File: config.mk
export PLATFORM = sky130hd
export DESIGN_NAME = mem_access_ctrl
export DESIGN_NICKNAME = d
export VERILOG_FILES = /design/src/rtl/mem_access_ctrl.sv
export SDC_FILE = /design/constraint.sdc
export NUM_CORES = 1
export LEC_CHECK = 0
export ABC_AREA = 1
export CAP_MARGIN = 20
export CORE_MARGIN = 2
export CORE_UTILIZATION = 50
export CTS_CLUSTER_DIAMETER = 120
export DETAILED_ROUTE_END_ITERATION = 6
export GPL_TIMING_DRIVEN = 1
export PLACE_DENSITY_LB_ADDON = 0.3
export SLEW_MARGIN = 20
export SYNTH_ARGS = -nofsm -noshare
export SYNTH_HDL_FRONTEND = slang
export SYNTH_SLANG_ARGS = --single-unit
File: constraint.sdc
create_clock -name CLK -period 8.3 [get_ports CLK]
set_clock_uncertainty 0.15 [all_clocks]
set_input_delay 1.66 -clock CLK [delete_from_list [all_inputs] [get_ports CLK]]
set_output_delay 1.66 -clock CLK [all_outputs]
set_load 0.01 [all_outputs]
File: src/rtl/mem_access_ctrl.sv
`default_nettype none
// ============================================================================
// Module  : mem_access_ctrl
// Purpose : MEM-stage dcache access FSM with LL/SC link register and halt latch.
// Revision: 1.0
// ============================================================================
module mem_access_ctrl #(
    parameter int WORD_W = 32
) (
    input  logic              CLK,
    input  logic              RST,
    input  logic              mem_read_o,
    input  logic              mem_write_o,
    input  logic              datomic_o,
    input  logic              halt_o,
    input  logic [WORD_W-1:0] alu_out_o,
    input  logic [WORD_W-1:0] rdat2_o,
    input  logic              advance,
    input  logic              dhit,
    input  logic [WORD_W-1:0] dmemload,
    input  logic              snoop_inv,
    input  logic [WORD_W-1:0] snoop_addr,
    output logic              dmemREN,
    output logic              dmemWEN,
    output logic [WORD_W-1:0] dmemaddr,
    output logic [WORD_W-1:0] dmemstore,
    output logic              mem_stall,
    output logic [WORD_W-1:0] mem_rdata,
    output logic              link_valid,
    output logic              halt_flag
);

    typedef enum logic [1:0] {
        IDLE = 2'd0,
        REQ  = 2'd1,
        DONE = 2'd2
    } state_t;

    state_t            state;
    state_t            state_next;

    logic              op_read;
    logic              op_write;
    logic              op_atomic;
    logic [WORD_W-3:0] link_word;

    logic              memop;
    logic              is_sc;
    logic              link_ok;
    logic              issue;
    logic              sc_fail;
    logic              complete;
    logic              ll_done;
    logic              st_clear;
    logic              snoop_link;
    logic              snoop_new;

    logic              unused_snoop_bits;
    assign unused_snoop_bits = &{1'b0, snoop_addr[1:0]};

    assign memop      = mem_read_o | mem_write_o;
    assign is_sc      = datomic_o & mem_write_o;
    assign link_ok    = link_valid & (link_word == alu_out_o[WORD_W-1:2]);
    assign issue      = (state == IDLE) & memop;
    assign sc_fail    = is_sc & ~link_ok;
    assign complete   = (state == REQ) & dhit;
    assign ll_done    = complete & op_read & op_atomic;
    assign st_clear   = complete & op_write & ~op_atomic &
                        (dmemaddr[WORD_W-1:2] == link_word);
    assign snoop_link = snoop_inv & (snoop_addr[WORD_W-1:2] == link_word);
    assign snoop_new  = snoop_inv & (snoop_addr[WORD_W-1:2] == dmemaddr[WORD_W-1:2]);

    always_ff @(posedge CLK or posedge RST) begin
        if (RST) begin
            state <= IDLE;
        end else begin
            state <= state_next;
        end
    end

    // Request strobes come from registered state only, so reset kills them at once.
    always_comb begin
        state_next = state;
        dmemREN    = 1'b0;
        dmemWEN    = 1'b0;
        mem_stall  = 1'b0;
        case (state)
            IDLE: begin
                mem_stall = memop;
                if (memop) begin
                    state_next = sc_fail ? DONE : REQ;
                end
            end
            REQ: begin
                mem_stall = 1'b1;
                dmemREN   = op_read;
                dmemWEN   = op_write;
                if (dhit) begin
                    state_next = DONE;
                end
            end
            DONE: begin
                if (advance) begin
                    state_next = IDLE;
                end
            end
            default: state_next = IDLE;
        endcase
    end

    always_ff @(posedge CLK or posedge RST) begin
        if (RST) begin
            op_read    <= 1'b0;
            op_write   <= 1'b0;
            op_atomic  <= 1'b0;
            dmemaddr   <= '0;
            dmemstore  <= '0;
            mem_rdata  <= '0;
            link_word  <= '0;
            link_valid <= 1'b0;
            halt_flag  <= 1'b0;
        end else begin
            if (issue) begin
                op_read   <= mem_read_o;
                op_write  <= mem_write_o;
                op_atomic <= datomic_o;
                if (sc_fail) begin
                    mem_rdata <= '0;
                end else begin
                    dmemaddr  <= alu_out_o;
                    dmemstore <= rdat2_o;
                end
            end

            if (complete) begin
                if (op_read) begin
                    mem_rdata <= dmemload;
                end else if (op_write & op_atomic) begin
                    mem_rdata <= {{(WORD_W-1){1'b0}}, 1'b1};
                end
            end

            // A same-word invalidate on the LL completion edge must win over the new link.
            if (ll_done) begin
                link_word  <= dmemaddr[WORD_W-1:2];
                link_valid <= ~snoop_new;
            end else if ((issue & is_sc) | st_clear | snoop_link) begin
                link_valid <= 1'b0;
            end

            if ((state == IDLE) & ~memop & halt_o) begin
                halt_flag <= 1'b1;
            end
        end
    end

endmodule
`default_nettype wire

==> results of run 1 <==
==> layer usage <==
layer | vias up | share of wire
li1 | 3501 | -
met1 | 3382 | 0.41
met2 | 279 | 0.49
met3 | 35 | 0.078
met4 | 0 | 0.022
met5 | - | 0
==> worst min-delay path: cells and delay by family (launching register included) <==
| kind | cells | cell delay (ns) |
|---|---|---|
| flip-flops | 1 | 0.34 |
| AND/OR/NAND/NOR | 2 | 0.10 |
==> state kept, by name (all words and copies together) (netlist names) <==
name        cells
dmemaddr       32
dmemstore      32
mem_rdata      32
link_word      30
state           2
halt_flag       1
link_valid      1
op_atomic       1
op_read         1
op_write        1
==> logic make-up after synthesis <==
family,after synthesis,share of synthesized area
XOR/XNOR,41,0.05040
AND/OR/NAND/NOR,611,0.3500
buffers and inverters,144,0.09203
flip-flops,133,0.4672
AO/OA/AOI/OAI,48,0.04039
==> synth_stat cells (3+ instances only) <==
cell type,instances,area share
o22ai_1,3,0.0026
nand4_1,20,0.018
o2111ai_1,5,0.0061
buf_4,3,0.0032
xor2_1,19,0.023
dfrtp_1,133,0.47
nor3_1,12,0.0084
nand3_1,100,0.070
inv_2,13,0.0068
buf_6,12,0.019
buf_2,11,0.0077
clkinv_1,8,0.0042
nor2_1,36,0.019
o21ai_0,30,0.021
nand2_1,439,0.23
inv_1,88,0.046
xnor2_1,22,0.027
clkbuf_1,9,0.0047
==> metrics by stage <==
| stage | hold WS [ns] | power, mW | area [µm²] | worst slack [ns] |
|---|---|---|---|---|
| after detailed placement | 0.3072 | 2.815 | 9513 | 3.476 |
| final | 0.3187 | 3.742 | 10260 | 3.492 |
| after floorplan | 0.3557 | 2.076 | 7124 | 2.936 |
| after global placement | 0.3025 | 2.770 | 9513 | 3.474 |
| after CTS | 0.3215 | 3.740 | 10230 | 3.475 |
| after global routing | 0.3376 | 3.994 | 10260 | 3.393 |
==> power breakdown <==
group	switching (mW)	internal, mW	leakage, nW	total (mW)
Clock	0.288	0.618	0.342	0.906
Sequential	0.312	0.944	1.67	1.26
Combinational	0.821	0.760	3.05	1.58
==> worst paths after layout <==
kind,start,end,cells past startpoint
max in group asynchronous,RST,mem_rdata[9]$_DFF_PP0_,3
setup / recovery,mem_write_o,mem_stall,6
setup reg to reg,state[1]$_DFFE_PP0P_,mem_rdata[0]$_DFF_PP0_,8
hold / removal,dmemstore[26]$_DFFE_PP0P_,dmemstore[26]$_DFFE_PP0P_,2
hold reg to reg,dmemstore[26]$_DFFE_PP0P_,dmemstore[26]$_DFFE_PP0P_,2
min in group asynchronous,RST,dmemstore[6]$_DFFE_PP0P_,2
==> area by class of cell <==
cell class	instances	area (µm²)	share of cell area
Sequential cell	133	3328	0.3244
Multi-Input combinational cell	700	3166	0.3085
Timing Repair Buffer	240	2414	0.2352
Clock buffer	20	466.7	0.04548
Inverter	109	414.1	0.04036
Clock inverter	12	247.7	0.02414
Tap cell	180	225.2	0.02195
==> impl_metrics.json, run 1 <==
{
  "die_w_um": 123.4,
  "place_congestion": 0.9537,
  "core_um2": 13880,
  "setup_violations": 0,
  "maxCapViolations": 0,
  "synth-main-ff-cell": "dfrtp_1",
  "final_util": 0.7392,
  "final.setup.tns_ns": 0,
  "dp_cells": 1361,
  "num_rows": 43,
  "cts_hold_buf": 0,
  "drive_gt1_frac": 0.05025,
  "path_clk_slew_ns": 0.06,
  "cp_slowest_cell": "clkdlybuf4s50_1",
  "routed_wirelength_um": 21650,
  "cts_buffers": 17,
  "syn-num-nets": 1114,
  "power_density_nw_per_um2": 364.7,
  "clkLatencyLatePin_ns": 0.43,
  "fin_crit_ns": 4.808,
  "stdcell_count": 1394,
  "max_clock_freq_mhz": 208.0,
  "avgSynthCellArea_um2": 7.292,
  "ant_nets": 0,
  "worst_pin_slew_ns": 1.049,
  "cp-start-kind": "input port",
  "tritoncts": "built",
  "dp_hpwl_um": 15020,
  "vdd_drop_max_uv": 227.0,
  "crit_type": "input port to output pin",
  "cp.required_ns": 6.49,
  "netlist_instances": 977,
  "antenna_cells": 0,
  "die_h_um": 123.4,
  "crit_fanout": 3,
  "cts_resized": 0,
  "viasPerCell": 5.163,
  "synth_edf_count": 0,
  "grt-ovfl-total": 0,
  "outcome": "finished clean",
  "syn_area_um2": 7124,
  "wl_per_cell_um": 15.53,
  "p_leak_nw": 5.059,
  "crit_family": "buffers and inverters",
  "cts.path.max_buffers": 2,
  "r2r_slack_ns": 5.51,
  "rsz0062_at_grt": "no",
  "dr.first_iter.drc_count": 571,
  "slew_headroom": 0.3001,
  "grt_use_met1": 0.3741,
  "grt_usage": 0.2904,
  "layout_commonest_cell": "nand2_1",
  "cts_max_level": 4,
  "initial_utilization": 0.5133,
  "ys_warn_count": 0,
  "ys_seq_area_frac": 0.4672,
  "port-buffer-count": 235,
  "final_cell_mix": "nand2_1 (437), clkdlybuf4s50_1 (235), dfrtp_1 (133)",
  "drt_first_pass_iters": 5,
  "antenna_found_initial": 0,
  "crit_arrival_ns": 3.00,
  "grt_max_degree": 83,
  "drcViolationCount": 0,
  "async_reset_ff_frac": 1.000,
  "use_met2": 0.4705,
  "grt_pass1_vias": 6901,
  "io_pins": 238,
  "busiest_layer": "met2",
  "end_kind": "output pin",
  "gr-usage-met3": 0.07657,
  "synth_seq_cells": 133,
  "grt_pass1_wl_um": 34020,
  "hp-class": "flop to flop",
  "area_growth_pct": 44.03,
  "synth.distinct_cells": 30,
  "vias": 7197,
  "dieArea_um2": 15220,
  "crit_chain": "clkdlybuf4s50_1 > nor2_1 > inv_1 > nand2_1 > nand2_1 > clkdlybuf4s50_1",
  "post_cts_buffers": 0,
  "slew_viol_final": 0,
  "finalHoldViolCount": 0,
  "critical_path_buf_inv_count": 3,
  "fill_cells": 1093,
  "period_share": 0.5792,
  "fin_nets": 1338,
  "cts.sinks": 133,
  "slowest_delay_ns": 0.55,
  "root_buffer": "clkbuf_16"
}
Power figures use the tool's default switching activity.
==> run 2, diff against run 1 <==
--- a/config.mk
+++ b/config.mk
@@ -8,7 +8,7 @@
 export ABC_AREA = 1
 export CAP_MARGIN = 20
 export CORE_MARGIN = 2
-export CORE_UTILIZATION = 50
+export CORE_UTILIZATION = 47
 export CTS_CLUSTER_DIAMETER = 120
 export DETAILED_ROUTE_END_ITERATION = 6
 export GPL_TIMING_DRIVEN = 1
==> constraint.sdc (replaced) <==
create_clock -name CLK -period 4.75 [get_ports CLK]
set_clock_uncertainty 0.15 [all_clocks]
set_input_delay 0.95 -clock CLK [delete_from_list [all_inputs] [get_ports CLK]]
set_output_delay 0.95 -clock CLK [all_outputs]
set_load 0.01 [all_outputs]
==> run 2 against run 1 <==
Net effect:
- largest power group unchanged
- sequential share of layout area grew 0.23 points
- clock power grew 48%
- utilization shrank 6.1 points
- routed wire length shrank 1.9%
==> impl_metrics.json, run 2 (synthesized netlist as in run 1, its figures left out) <==
{
  "p_sw_frac": 0.3885,
  "finalHoldViolCount": 0,
  "grt_usage": 0.2683,
  "layout_setup_ws_ns": 1.340,
  "pwr-share-comb": 0.439,
  "crit_fanout": 3,
  "crit_type": "input port to output pin",
  "cts.sinks": 133,
  "worst_pin_slew_ns": 0.7639,
  "grt-ovfl-total": 0,
  "internal_power_mw": 3.842,
  "power_frac_clock": 0.214,
  "fin_nets": 1343,
  "ant_nets": 0,
  "holdPathStages": 2,
  "p_sw_mw": 2.441,
  "post_cts_buffers": 0,
  "die_h_um": 127.1,
  "slew_headroom": 0.4908,
  "grt_pass1_vias": 6825,
  "antenna_found_initial": 0,
  "num_rows": 45,
  "dp_cells": 1375,
  "fill_cells": 1254,
  "dieArea_um2": 16160,
  "clkLatencyLatePin_ns": 0.42,
  "end_kind": "output pin",
  "initial_utilization": 0.4739,
  "drcViolationCount": 0,
  "area_growth_pct": 43.03,
  "rr_worst_depth": 11,
  "cts_max_level": 4,
  "cts_buffers": 17,
  "cp.required_ns": 3.65,
  "port-buffer-count": 235,
  "slew_viol_final": 0,
  "hp-class": "flop to flop",
  "tritoncts": "built",
  "cts_hold_buf": 0,
  "final_util": 0.6778,
  "p_leak_nw": 5.033,
  "p_total_mw": 6.282,
  "dr.first_iter.drc_count": 506,
  "period_share": 0.7180,
  "reg_top3": "dmemaddr (32), dmemstore (32), mem_rdata (32)",
  "dp_slack_ns": 1.332,
  "place_congestion": 0.9321,
  "grt_max_degree": 69,
  "vias": 7131,
  "die_w_um": 127.1,
  "seqPwrFrac": 0.347,
  "antenna_cells": 0,
  "routed_wirelength_um": 21240,
  "drt_first_pass_iters": 5,
  "final_cell_mix": "nand2_1 (438), clkdlybuf4s50_1 (235), dfrtp_1 (133)",
  "fin_crit_ns": 3.410,
  "outcome": "finished clean",
  "finish.instance_area_um2": 10190,
  "dp_hpwl_um": 15100,
  "final.setup.tns_ns": 0,
  "setup_violations": 0,
  "cts.path.max_buffers": 2,
  "rsz0062_at_grt": "no",
  "root_buffer": "clkbuf_16",
  "max_clock_freq_mhz": 293.2,
  "layout_commonest_cell": "nand2_1",
  "min-delay-start": "dmemstore[15]$_DFFE_PP0P_",
  "place_area_um2": 9582,
  "stdcell_count": 1407,
  "drive_gt1_frac": 0.05168,
  "power_density_nw_per_um2": 616.5,
  "wl_per_cell_um": 15.10,
  "io_pins": 238,
  "grt_pass1_wl_um": 34220,
  "path_clk_slew_ns": 0.05,
  "worstReg2RegStart": "link_word[20]$_DFFE_PP0P_",
  "cts_resized": 0,
  "maxCapViolations": 0,
  "core_um2": 15030,
  "vdd_drop_max_uv": 324.1,
  "crit_arrival_ns": 2.31,
  "cp-start-kind": "input port",
  "hold_slack_ns": 0.3171,
  "crit_start": "mem_write_o",
  "viasPerCell": 5.068
}
-- run 2: final timing paths --
path	end	slack, ns
hold reg to reg	dmemstore[15]$_DFFE_PP0P_	0.32
max in group asynchronous	dmemaddr[24]$_DFFE_PP0P_	2.75
setup / recovery	mem_stall	1.34
min in group asynchronous	dmemstore[19]$_DFFE_PP0P_	0.75
setup reg to reg	state[1]$_DFFE_PP0P_	2.34
hold / removal	dmemstore[15]$_DFFE_PP0P_	0.32
-- run 2: layout make-up --
cell class / instances / area (µm²) / share of cell area
Sequential cell: 133 / 3328 / 0.3266
Timing Repair Buffer: 245 / 2452 / 0.2407
Tap cell: 188 / 235.2 / 0.02308
Multi-Input combinational cell: 700 / 3154 / 0.3096
Inverter: 109 / 411.6 / 0.04040
Clock inverter: 7 / 92.59 / 0.009086
Clock buffer: 25 / 515.5 / 0.05059
-- run 2: power groups by stage --
| stage | Combinational (mW) | Sequential (mW) | Clock [mW] |
|---|---|---|---|
| 6_report | 2.76 | 2.18 | 1.34 |
| 5_1_grt | 3.07 | 2.25 | 1.42 |
| 4_1_cts | 2.77 | 2.18 | 1.36 |
| 3_5_place_dp | 2.75 | 2.18 | 0 |
| 3_3_place_gp | 2.69 | 2.17 | 0 |
| 2_1_floorplan | 1.37 | 2.25 | 0 |
-- run 2: critical path, cell delays in order --
cell and delay, ns:
clkdlybuf4s50_1 0.50, nor2_1 0.06, inv_1 0.05, nand2_1 0.09, nand2_1 0.10, clkdlybuf4s50_1 0.56
-- run 2: routing by layer --
layer | wire, µm | GRT usage | vias to the layer above
met2 | 10070 | 0.4228 | 307
li1 | - | - | 3496
met1 | 8808 | 0.3480 | 3285
met4 | 527 | 0.09502 | 0
met3 | 1840 | 0.09003 | 43
met5 | 0 | 0 | -
